## src/rtl/fpga_config_loader.sv

```systemverilog
// Serial MSB-first bitstream receiver that assembles configuration rows and writes
// them one at a time into the fabric core, then releases ff_en and rdy.
module fpga_config_loader #(
    parameter int CFG_W  = 224,
    parameter int ROWS   = 43,
    parameter int SETTLE = 10
) (
    input  logic             clock,
    input  logic             rst,
    input  logic             bs_valid,
    input  logic             bs_data,
    input  logic             bs_last,
    output logic             bs_ready,
    output logic [CFG_W-1:0] configs_in,
    output logic [ROWS-1:0]  configs_en,
    output logic             ff_en,
    output logic             rdy,
    output logic             err
);

    localparam int BIT_W = $clog2(CFG_W);
    localparam int ROW_W = $clog2(ROWS);
    localparam int SET_W = $clog2(SETTLE + 1);

    localparam logic [BIT_W-1:0] BIT_LAST = BIT_W'(CFG_W - 1);
    localparam logic [ROW_W-1:0] ROW_LAST = ROW_W'(ROWS - 1);
    localparam logic [SET_W-1:0] SET_LAST = SET_W'(SETTLE - 1);
    localparam logic [ROWS-1:0]  ROW_ONE  = {{(ROWS-1){1'b0}}, 1'b1};

    typedef enum logic [2:0] {
        ST_SHIFT    = 3'd0,
        ST_LOAD     = 3'd1,
        ST_STROBE   = 3'd2,
        ST_WAIT_FF  = 3'd3,
        ST_WAIT_RDY = 3'd4,
        ST_DONE     = 3'd5,
        ST_ERR      = 3'd6
    } state_t;

    state_t             state_r;
    state_t             next_state_s;
    logic [CFG_W-1:0]   shift_r;
    logic [CFG_W-1:0]   configs_in_r;
    logic [ROWS-1:0]    configs_en_r;
    logic [BIT_W-1:0]   bit_cnt_r;
    logic [ROW_W-1:0]   row_cnt_r;
    logic [SET_W-1:0]   settle_cnt_r;
    logic               bs_ready_r;
    logic               ff_en_r;
    logic               rdy_r;
    logic               err_r;
    logic               xfer_s;
    logic               row_end_s;
    logic [CFG_W-1:0]   row_next_s;

    assign xfer_s     = bs_valid && bs_ready_r;
    assign row_end_s  = (bit_cnt_r == BIT_LAST);
    assign row_next_s = {shift_r[CFG_W-2:0], bs_data};

    assign bs_ready   = bs_ready_r;
    assign configs_in = configs_in_r;
    assign configs_en = configs_en_r;
    assign ff_en      = ff_en_r;
    assign rdy        = rdy_r;
    assign err        = err_r;

    // Next-state decode including bitstream framing checks.
    always_comb begin
        next_state_s = state_r;
        case (state_r)
            ST_SHIFT: begin
                if (xfer_s && row_end_s) begin
                    if (row_cnt_r == ROW_LAST) begin
                        next_state_s = bs_last ? ST_LOAD : ST_ERR;
                    end else begin
                        next_state_s = bs_last ? ST_ERR : ST_LOAD;
                    end
                end else if (xfer_s && bs_last) begin
                    next_state_s = ST_ERR;
                end else begin
                    next_state_s = ST_SHIFT;
                end
            end
            ST_LOAD:     next_state_s = ST_STROBE;
            ST_STROBE:   next_state_s = (row_cnt_r == ROW_LAST) ? ST_WAIT_FF : ST_SHIFT;
            ST_WAIT_FF:  next_state_s = (settle_cnt_r == SET_LAST) ? ST_WAIT_RDY : ST_WAIT_FF;
            ST_WAIT_RDY: next_state_s = (settle_cnt_r == SET_LAST) ? ST_DONE : ST_WAIT_RDY;
            ST_DONE:     next_state_s = ST_DONE;
            ST_ERR:      next_state_s = ST_ERR;
            default:     next_state_s = ST_ERR;
        endcase
    end

    // State register and registered handshake/status outputs, decoded from the next state.
    always_ff @(posedge clock or negedge rst) begin
        if (!rst) begin
            state_r      <= ST_SHIFT;
            bs_ready_r   <= 1'b0;
            configs_en_r <= {ROWS{1'b0}};
            ff_en_r      <= 1'b0;
            rdy_r        <= 1'b0;
            err_r        <= 1'b0;
        end else begin
            state_r      <= next_state_s;
            bs_ready_r   <= (next_state_s == ST_SHIFT);
            configs_en_r <= (next_state_s == ST_STROBE) ? (ROW_ONE << row_cnt_r) : {ROWS{1'b0}};
            ff_en_r      <= (next_state_s == ST_WAIT_RDY) || (next_state_s == ST_DONE);
            rdy_r        <= (next_state_s == ST_DONE);
            err_r        <= (next_state_s == ST_ERR);
        end
    end

    // Row assembly, row output register and the bit/row/settle counters.
    always_ff @(posedge clock or negedge rst) begin
        if (!rst) begin
            shift_r      <= {CFG_W{1'b0}};
            configs_in_r <= {CFG_W{1'b0}};
            bit_cnt_r    <= {BIT_W{1'b0}};
            row_cnt_r    <= {ROW_W{1'b0}};
            settle_cnt_r <= {SET_W{1'b0}};
        end else begin
            if (xfer_s) begin
                shift_r   <= row_next_s;
                bit_cnt_r <= row_end_s ? {BIT_W{1'b0}} : bit_cnt_r + BIT_W'(1);
            end else begin
                shift_r   <= shift_r;
                bit_cnt_r <= bit_cnt_r;
            end
            // Row data is captured on entry to LOAD so it is already stable a cycle before the strobe.
            if ((state_r == ST_SHIFT) && (next_state_s == ST_LOAD)) begin
                configs_in_r <= row_next_s;
            end else begin
                configs_in_r <= configs_in_r;
            end
            if ((state_r == ST_STROBE) && (row_cnt_r != ROW_LAST)) begin
                row_cnt_r <= row_cnt_r + ROW_W'(1);
            end else begin
                row_cnt_r <= row_cnt_r;
            end
            // Counts cycles since the reference event: 1 during the cycle after the strobe, 0 on ff_en rise.
            case (state_r)
                ST_STROBE:   settle_cnt_r <= SET_W'(1);
                ST_WAIT_FF,
                ST_WAIT_RDY: settle_cnt_r <= (settle_cnt_r == SET_LAST) ? {SET_W{1'b0}}
                                                                         : settle_cnt_r + SET_W'(1);
                default:     settle_cnt_r <= {SET_W{1'b0}};
            endcase
        end
    end

endmodule

```

## config.mk

```make
export PLATFORM = sky130hd
export DESIGN_NAME = fpga_config_loader
export DESIGN_NICKNAME = d
export VERILOG_FILES = /design/src/rtl/fpga_config_loader.sv
export SDC_FILE = /design/constraint.sdc
export NUM_CORES = 1
export LEC_CHECK = 0
export BUFFER_PORTS_ARGS = -buffer_cell sky130_fd_sc_hd__buf_2
export CAP_MARGIN = 15
export CORE_AREA = 2 2 242 244
export DETAILED_ROUTE_END_ITERATION = 6
export DIE_AREA = 0 0 244 246
export PLACE_DENSITY = 0.55
export SYNTH_ARGS = -nofsm -noshare
export SYNTH_HDL_FRONTEND = slang
export SYNTH_SLANG_ARGS = --single-unit
```

## constraint.sdc

```tcl
create_clock -name clock -period 2 [get_ports clock]
set_input_delay 0.5 -clock clock [delete_from_list [all_inputs] [get_ports clock]]
set_output_delay 0.5 -clock clock [all_outputs]
set_load 0.03 [all_outputs]
```

==> results.sh <==
export IMPL_crit_start="row_cnt_r[0]"
export IMPL_rows=88
export IMPL_final_core_util_pct=44.25
export IMPL_rsz0062_at_grt="true"
export IMPL_grt_usage_pct=14.72
export IMPL_die_width_microns=244
export IMPL_drtIter0Drc=686
export IMPL_p_leak_nw=14.68
export IMPL_antenna_found_initial=0
export IMPL_crit_path_start_kind="flip-flop"
export IMPL_core_area_sq_um=57370
export IMPL_hold_path_class="in2reg"
export IMPL_cts_root_buf="clkbuf_16"
export IMPL_period_share_pct=107.6
export IMPL_port_buffer_count=275
export IMPL_syn_inst=1660
export IMPL_syn_cell_area_sq_um=19870
export IMPL_drv_cap=0
export IMPL_min_from="bs_data"
export IMPL_synth_edff_count=0
export IMPL_required_ns=2.47
export IMPL_wirelength_mm=45.92
export IMPL_status="finished with violations"
export IMPL_synth_flop_cell="dfrtp_1"
export IMPL_grt_max_degree=125
export IMPL_cp_slowest_stage_delay_ns=0.38
export IMPL_area_delta_synth_final_pct=27.75
export IMPL_slew_headroom_pct=54.45
export IMPL_via_count=12698
export IMPL_drc=0
export IMPL_numCtsBuffers=55
export IMPL_power_w=0.02108
export IMPL_syn_nets=1674
export IMPL_critPathMaxFanout=8
export IMPL_first_pass_iters=5
export IMPL_ir_drop_mv=0.5838
export IMPL_tightest_slew_ns=0.6832
export IMPL_fmax_mhz=464.7
export IMPL_rr_startpoint="row_cnt_r[0]"
export IMPL_viasPerCell=4.504
export IMPL_dp_hpwl_mm=28.61
export IMPL_yosysSeqAreaShare_pct=64.87
export IMPL_finClkSkew_ns=0.01597
export IMPL_synth_seq_cells=515
export IMPL_clk_latency_ns=0.59
export IMPL_clk_path_buf_depth=3
export IMPL_final_nets=2031
export IMPL_slew_viol_final=0
export IMPL_overflow=0
export IMPL_cts_sinks=515
export IMPL_synth_area_per_cell_sq_um=11.97
export IMPL_final_cell_mix="nand2_1, dfrtp_1, buf_2"
export IMPL_final_common_cell="nand2_1"
export IMPL_cts_tree="built"
export IMPL_grt_pass1_vias=12769
export IMPL_power_density_nw_per_um2=830.7
export IMPL_finalHoldViolCount=0
export IMPL_layout_setup_ws_ns=-0.1518
export IMPL_worst_setup_path_type="reg2reg"
export IMPL_finalSetupViolCount=202
export IMPL_gp_congestion=0.7467
export IMPL_synth_async_sr_flop_share_pct=100.0
export IMPL_ys_warnings_count=0
export IMPL_start_util_pct=34.63
export IMPL_path_clk_slew_ns=0.06
export IMPL_cp_arrival_ns=2.62
export IMPL_synth_cell_type_count=46
export IMPL_drive_above_1_share_pct=34.32
export IMPL_crit_family="buffers and inverters"
export IMPL_wl_per_cell_microns=16.29
export IMPL_slowest_stage="dfrtp_1"
export IMPL_violations="negative setup slack"
export IMPL_grt_pass1_wl_mm=71.50
export IMPL_dieHeight_microns=246
export IMPL_period_needed_ns=2.152
export IMPL_h_tree_depth=2
export IMPL_pin_count=276
export IMPL_num_antenna_cells=0
export IMPL_cpMostUsedCell="buf_12"
export IMPL_worstPathCellList="inv_2 > ha_4 > nand3b_4 > or3_1 > nand4_1 > buf_6 > buf_12 > buf_12 > clkbuf_16 > mux2_4"
export IMPL_die_area_sq_um=60020
export IMPL_drtAntennaViolNets=0
export IMPL_cp_num_buf_inv=5
export IMPL_endpoint_kind="flip-flop"
routing by layer:
| metal | vias up | routed length (microns) | track usage [%] |
|---|---|---|---|
| li1 | 6048 | - | - |
| met1 | 6362 | 21500 | 20.23 |
| met2 | 230 | 21410 | 23.36 |
| met3 | 58 | 2183 | 3.344 |
| met4 | 0 | 822 | 4.286 |
| met5 | - | 0 | 0 |
cell usage after synthesis (all sizes together), types with 2 or more instances:
master    n  share of area (%)
ha        9               0.57
inv       8               0.15
clkbuf   51               0.96
and2      3              0.094
and3      8               0.25
o41ai     2              0.088
dfrtp   515                 65
or3       2              0.063
nor3      3              0.076
and3b     2              0.088
and4b     2               0.10
nand2b    6               0.23
mux2    225                 15
nand3     8               0.20
nor2     46               0.87
nand2   689                 13
mux2i     2               0.10
nand4     3              0.094
o21ai    11               0.28
xnor2     8               0.35
a21oi     4               0.10
nor2b     2              0.063
nor4      3              0.094
buf      34                1.9
cells by family after synthesis:
family | Yosys count | share of synthesized area, %
mux | 227 | 14.74
simple gates | 781 | 15.47
compound gates | 26 | 0.9133
buf+inv | 93 | 3.042
flops | 515 | 64.87
xor+xnor | 9 | 0.3968
fa+ha+maj | 9 | 0.5668
per-stage QoR:
step / hold slack (ns) / TNS (ns) / instances / area, sq um / worst slack (ns)
3_5_place_dp: 0.4557 / -37.30 / 2687 / 22460 / -0.2161
5_1_grt: 0.1861 / -44.10 / 2819 / 25380 / -0.2540
4_1_cts: 0.1410 / -27.75 / 2797 / 24770 / -0.1902
2_1_floorplan: 0.2044 / -11.16 / 1660 / 19880 / -0.08273
3_3_place_gp: 0.4557 / -35.53 / 2687 / 22460 / -0.1983
6_report: 0.2013 / -19.04 / 2819 / 25380 / -0.1518
worst register-to-register path: stages, from the launching register on:
cell       delay (ns)
dfrtp_1          0.38
inv_2            0.08
ha_4             0.14
nand3b_4         0.08
or3_1            0.31
nand4_1          0.11
buf_6            0.15
buf_12           0.15
buf_12           0.18
clkbuf_16        0.17
mux2_4           0.30
final cells by class:
| type | instances | area, sq um |
|---|---|---|
| inverters | 8 | 30.03 |
| well taps | 765 | 957.2 |
| repair buffers | 385 | 2982 |
| flip-flops and latches | 515 | 12890 |
| clock inverters | 21 | 271.5 |
| fillers | 5250 | 31980 |
| multi-input cells | 1052 | 6668 |
| clock buffers | 73 | 1587 |
where the power goes:
group	switching (W)	internal (W)
Clock	0.00410	0.00631
Sequential	0	0.0104
Combinational	0.000213	0.0000416
path summary, 6_finish.rpt:
check	end	slack [ns]	cells after the start
worst min-delay path	shift_r[0]	0.20	3
worst max-delay path	configs_in[100]	-0.15	10
worst min register to register	shift_r[222]	0.48	2
worst max register to register	configs_in[100]	-0.15	10
min in group asynchronous	shift_r[146]	0.44	2
max in group asynchronous	shift_r[7]	0.77	3
state kept, by name (all words and copies together), names as in the netlist:
name	count
ff_en	1
rdy	1
row_cnt_r	6
state_r	3
bs_ready	1
shift_r	223
configs_en	43
err	1
configs_in	224
settle_cnt_r	4
bit_cnt_r	8
repair_timing:
| action | in CTS | in global routing |
|---|---|---|
| setup buffers | 12 | 8 |
| gates cloned | 5 | 14 |
| pin swaps | 1 | 2 |
| endpoints found under the hold margin | 24 | 0 |
| setup endpoints to repair | 222 | 226 |
| hold buffers | 1 | 0 |
| gates resized for setup | 53 | 52 |
Power figures use the tool's default switching activity.
